$ cat src/rtl/alu_pkg.sv
// Shared opcode map, default widths and sequencer state type for the ALU and its sequencer.
package alu_pkg;

   localparam int ALU_W_DEF    = 11;
   localparam int ALU_OP_W_DEF = 4;

   localparam logic [ALU_OP_W_DEF-1:0] OP_NOP  = 4'd0;
   localparam logic [ALU_OP_W_DEF-1:0] OP_LDI  = 4'd1;
   localparam logic [ALU_OP_W_DEF-1:0] OP_OUT  = 4'd2;
   localparam logic [ALU_OP_W_DEF-1:0] OP_ADD  = 4'd5;
   localparam logic [ALU_OP_W_DEF-1:0] OP_SUB  = 4'd6;
   localparam logic [ALU_OP_W_DEF-1:0] OP_MUL  = 4'd7;
   localparam logic [ALU_OP_W_DEF-1:0] OP_NOT  = 4'd8;
   localparam logic [ALU_OP_W_DEF-1:0] OP_DGT  = 4'd9;
   localparam logic [ALU_OP_W_DEF-1:0] OP_DST  = 4'd10;
   localparam logic [ALU_OP_W_DEF-1:0] OP_HALT = 4'd15;

   typedef enum logic [1:0] {
      ST_IDLE,
      ST_EXEC,
      ST_EMIT,
      ST_HALTED
   } state_t;

   // Ops whose result comes from the ALU and is written into acc.
   function automatic logic is_alu_op(input logic [ALU_OP_W_DEF-1:0] op);
      return (op >= OP_ADD) && (op <= OP_DST);
   endfunction

   function automatic logic is_legal_op(input logic [ALU_OP_W_DEF-1:0] op);
      return (op == OP_NOP) || (op == OP_LDI) || (op == OP_OUT) ||
             (op == OP_HALT) || is_alu_op(op);
   endfunction

endpackage

$ cat src/rtl/alu_seq.sv
// Execute-stage sequencer: IDLE->EXEC takes 2 cycles per instruction; OUT holds in EMIT until out_ready,
// HALT holds in HALTED until restart. ALU_SEQ_RETIRE_CNT_EN adds a 16-bit retired-instruction counter.
module alu_seq
   import alu_pkg::*;
#(
   parameter int W    = ALU_W_DEF,
   parameter int OP_W = ALU_OP_W_DEF
) (
   input  logic            clk,
   input  logic            rst,
   input  logic            instr_valid,
   output logic            instr_ready,
   input  logic [OP_W-1:0] instr_op,
   input  logic [W-1:0]    instr_arg1,
   input  logic [W-1:0]    instr_arg2,
   output logic [OP_W-1:0] alu_inst,
   output logic [W-1:0]    alu_arg1,
   output logic [W-1:0]    alu_arg2,
   output logic [W-1:0]    alu_acc,
   input  logic [W-1:0]    alu_out,
   output logic            out_valid,
   input  logic            out_ready,
   output logic [W-1:0]    out_data,
   output logic [W-1:0]    acc,
   output logic            halted,
   output logic            illegal,
`ifdef ALU_SEQ_RETIRE_CNT_EN
   output logic [15:0]     retired,
`endif
   input  logic            restart
);

   state_t          r_state;
   state_t          w_next;
   logic [OP_W-1:0] r_op;
   logic [W-1:0]    r_arg1;
   logic [W-1:0]    r_arg2;
   logic [W-1:0]    r_acc;
   logic [W-1:0]    r_out_data;
   logic            r_illegal;

   always_ff @(posedge clk or posedge rst) begin
      if (rst) r_state <= ST_IDLE;
      else     r_state <= w_next;
   end

   always_comb begin
      w_next      = r_state;
      instr_ready = 1'b0;
      out_valid   = 1'b0;
      halted      = 1'b0;
      alu_inst    = '0;
      case (r_state)
         ST_IDLE: begin
            instr_ready = 1'b1;
            if (instr_valid) w_next = ST_EXEC;
         end
         ST_EXEC: begin
            alu_inst = r_op;
            if (r_op == OP_OUT)       w_next = ST_EMIT;
            else if (r_op == OP_HALT) w_next = ST_HALTED;
            else                      w_next = ST_IDLE;
         end
         ST_EMIT: begin
            out_valid = 1'b1;
            if (out_ready) w_next = ST_IDLE;
         end
         ST_HALTED: begin
            halted = 1'b1;
            if (restart) w_next = ST_IDLE;
         end
         default: w_next = ST_IDLE;
      endcase
   end

   // Operand registers change only on acceptance, so they hold the last EXEC values elsewhere.
   always_ff @(posedge clk or posedge rst) begin
      if (rst) begin
         r_op       <= '0;
         r_arg1     <= '0;
         r_arg2     <= '0;
         r_acc      <= '0;
         r_out_data <= '0;
         r_illegal  <= 1'b0;
      end else begin
         if (r_state == ST_IDLE && instr_valid) begin
            r_op   <= instr_op;
            r_arg1 <= instr_arg1;
            r_arg2 <= instr_arg2;
         end
         if (r_state == ST_EXEC) begin
            if (r_op == OP_LDI)          r_acc <= r_arg1;
            else if (is_alu_op(r_op))    r_acc <= alu_out;
            if (!is_legal_op(r_op))      r_illegal <= 1'b1;
            if (r_op == OP_OUT)          r_out_data <= r_acc;
         end
      end
   end

`ifdef ALU_SEQ_RETIRE_CNT_EN
   logic [15:0] r_retired;

   always_ff @(posedge clk or posedge rst) begin
      if (rst)                    r_retired <= '0;
      else if (r_state == ST_EXEC) r_retired <= r_retired + 16'd1;
   end

   assign retired = r_retired;
`endif

   assign alu_arg1 = r_arg1;
   assign alu_arg2 = r_arg2;
   assign alu_acc  = r_acc;
   assign acc      = r_acc;
   assign out_data = r_out_data;
   assign illegal  = r_illegal;

endmodule

$ cat config.mk
export PLATFORM = sky130hd
export DESIGN_NAME = alu_seq
export DESIGN_NICKNAME = d
export VERILOG_FILES = /design/src/rtl/alu_pkg.sv /design/src/rtl/alu_seq.sv
export SDC_FILE = /design/constraint.sdc
export NUM_CORES = 1
export LEC_CHECK = 0
export ABC_AREA = 0
export BUFFER_PORTS_ARGS = -buffer_cell sky130_fd_sc_hd__clkbuf_2
export CAP_MARGIN = 30
export CORE_UTILIZATION = 25
export CTS_CLUSTER_SIZE = 12
export DETAILED_ROUTE_END_ITERATION = 6
export HOLD_SLACK_MARGIN = 0.06
export PLACE_DENSITY_LB_ADDON = 0.12
export REMOVE_ABC_BUFFERS = 1
export SLEW_MARGIN = 25
export SYNTH_ARGS = -nofsm -noshare
export SYNTH_HDL_FRONTEND = slang
export SYNTH_SLANG_ARGS = --single-unit
export TNS_END_PERCENT = 30
$ cat constraint.sdc
create_clock -name clk -period 2 [get_ports clk]
set_input_delay 0.1 -clock clk [delete_from_list [all_inputs] [get_ports clk]]
set_output_delay 0.1 -clock clk [all_outputs]
set_load 0.005 [all_outputs]
==> impl_metrics.tcl <==
set metrics [dict create \
    core_area_mm2 0.008848 \
    cp_data_required_time_ns 2.19 \
    syn_inst 163 \
    fin_area_mm2 0.003279 \
    power.density_mw_per_mm2 1421 \
    yosysWarnings 0 \
    die_w_um 98.38 \
    clockBufferDepth 2 \
    yosysUniqueCellTypes 28 \
    synth-main-ff-cell "dfrtp_1" \
    wl_met2_mm 2.815 \
    path_max_fanout 8 \
    crit_top_cell "mux2_2" \
    slew_headroom 0.6760 \
    cp-end-kind "flop" \
    critPathKind "flop to flop" \
    max_stage_delay_ns 0.48 \
    period_share 0.8682 \
    drc 5 \
    hold_viol 0 \
    drtAntennaViolNets 0 \
    slowest_stage "dfrtp_1" \
    rrSetupSlack_ns 0.26 \
    die_area_mm2 0.009679 \
    setup_viol 0 \
    cp_cell_sequence "nor4b_4 > buf_4 > mux2_2 > mux2_2" \
    grt_setup_unrepaired "false" \
    fin_crit_ns 1.736 \
    grtUsageTotal 0.1179 \
    syn_area_mm2 0.002322 \
    cap_viol_max_count 0 \
    place_area_mm2 0.002909 \
    syn_to_final_growth_pct 41.22 \
    worst_slew_pin_slew_ns 0.4852 \
    grt_pass1_vias 1686 \
    syn_area_per_cell_um2 14.25 \
    final_max_slew_viol_count 0 \
    synth_seq_cells 51 \
    hold_buffers 27 \
    hold_class "input pin to flop" \
    crit_path_start_kind "flop" \
    top_layer "met4" \
    rows 34 \
    dpl.hpwl_mm 3.952 \
    nNetsFinal 332 \
    vias 1708 \
    top_level_ports 105 \
    drive_gt1_frac 0.6254 \
    avgRoutedWirePerCell_um 13.89 \
    cts_sinks 51 \
    fill_cells 908 \
    grt_start_max_net_pins 27 \
    grt_overflow 0 \
    outcome "finished with violations" \
    drt_wl_total_mm 5.542 \
    die_y_um 98.38 \
    start_util 0.2624 \
    wl_met3_um 269 \
    critPathArrivalTime_ns 1.93 \
    clock_latency_ns 0.30 \
    fin_tns_setup_ns 0 \
    cts_tree "built" \
    port_buffers 104 \
    synth-edff-count 0 \
    grt_antenna_before_repair 0 \
    finalClockSkew_ns 0.003019 \
    clkTransAtPathRegs_ns 0.09 \
    root_buffer "clkbuf_8" \
    insertedDiodeCount 0 \
    grt_pass1_wl_mm 8.880 \
    gp_congestion 0.7045 \
    detail_route.iter0.violations 19 \
    vdd_drop_max_v 0.0005025 \
    fmax_mhz 575.9 \
    cts_resized 0 \
    first_pass_iters 6 \
    violations "design-rule violations" \
    htreeDepth 2 \
    leakage_nw 1.596 \
    path_buf_inv 1 \
    cp_top_family "multiplexers" \
    via_per_inst 4.281 \
    async_flop_share 1.000 \
    wl_met1_mm 2.383 \
    cts_buffers 5 \
    post_cts_buffers 0 \
    yosysSeqAreaShare 0.5496 \
]
## registers in the layout (all words and copies together) (netlist names)
| register | cells |
|---|---|
| acc | 11 |
| alu_arg2 | 11 |
| out_data | 11 |
| illegal | 1 |
| alu_arg1 | 11 |
| r_state | 2 |
| r_op | 4 |
## metrics by stage
step                hold WS, ns  power, W    util  setup WS, ns  cells
finish                  0.09230  0.004660  0.3706        0.2637    399
global route            0.08473  0.005028  0.3706        0.1696    399
CTS                     0.07895  0.004750  0.3706        0.2477    399
detailed placement       0.1430  0.004047  0.3288        0.2633    364
global placement         0.1520  0.004032  0.3288        0.2971    364
floorplan                0.2517  0.003009       -        0.2056    142
## layer usage
| layer | GRT usage | up-vias |
|---|---|---|
| li1 | - | 810 |
| met1 | 0.1508 | 846 |
| met2 | 0.1983 | 46 |
| met3 | 0.02577 | 6 |
| met4 | 0.03789 | 0 |
| met5 | 0 | - |
## worst register-to-register path: stages (launching register included)
cell and delay, ns:
dfrtp_1 0.48, nor4b_4 0.33, buf_4 0.22, mux2_2 0.34, mux2_2 0.26
## power breakdown
group / leakage [nW] / internal, W / switching, W
Clock: 0.0515 / 0.000316 / 0.000328
Sequential: 0.609 / 0.00154 / 0.000436
Combinational: 0.936 / 0.00125 / 0.000787
## logic make-up (layout without fill, tap and decap cells)
kind of cell,Yosys count,after routing,share of synthesized area
flops,51,51,0.5496
simple gates,20,20,0.06034
mux,60,60,0.2920
buf+inv,23,151,0.07058
compound gates,9,9,0.02748
## worst paths after layout
kind                                startpoint                      end  cells past startpoint
setup reg to reg           r_op[3]$_DFFE_PP0P_       acc[7]$_DFFE_PP0P_                      4
min in group asynchronous                  rst  alu_arg2[3]$_DFFE_PP0P_                      3
hold reg to reg            illegal$_DFFE_PP0P_      illegal$_DFFE_PP0P_                      1
max in group asynchronous                  rst  out_data[7]$_DFFE_PP0P_                      4
hold / removal                         restart   r_state[0]$_DFFE_PP0P_                      3
setup / recovery           r_op[3]$_DFFE_PP0P_       acc[7]$_DFFE_PP0P_                      4
## cells in the final DEF (no fill, tap or decap), drive strengths merged
cell,count
a211oi,1
a21o,1
a21oi,2
a22o,1
and2,5
and2b,1
and4,1
buf,10
clkbuf,112
dfrtp,51
dlygate4sd3,27
inv,2
mux2,59
mux2i,1
nand2,2
nand2b,2
nand3,2
nand3b,1
nor2,1
nor2b,2
nor3,1
nor4b,1
o21ai,2
o21bai,1
o22ai,1
or3b,1
## Yosys cell counts, drive strengths merged (2+ instances only)
cell type	count	area, µm²
nand2b	2	12.51
buf	21	156.4
nor2b	2	12.51
inv	2	7.510
a21oi	2	10.01
nand3	2	10.01
and2	5	31.28
dfrtp	51	1276
mux2	59	668.1
o21ai	2	10.01
nand2	2	7.510
## final cells by class
| cell class | count | area, µm² | area share |
|---|---|---|---|
| clock buffer | 8 | 100.1 | 0.03052 |
| inverter | 2 | 7.507 | 0.002289 |
| multi-input combinational | 89 | 882.1 | 0.2690 |
| sequential | 51 | 1276 | 0.3892 |
| tap | 108 | 135.1 | 0.04121 |
| timing repair buffer | 141 | 878.3 | 0.2678 |
(Power assumes the default switching activity.)
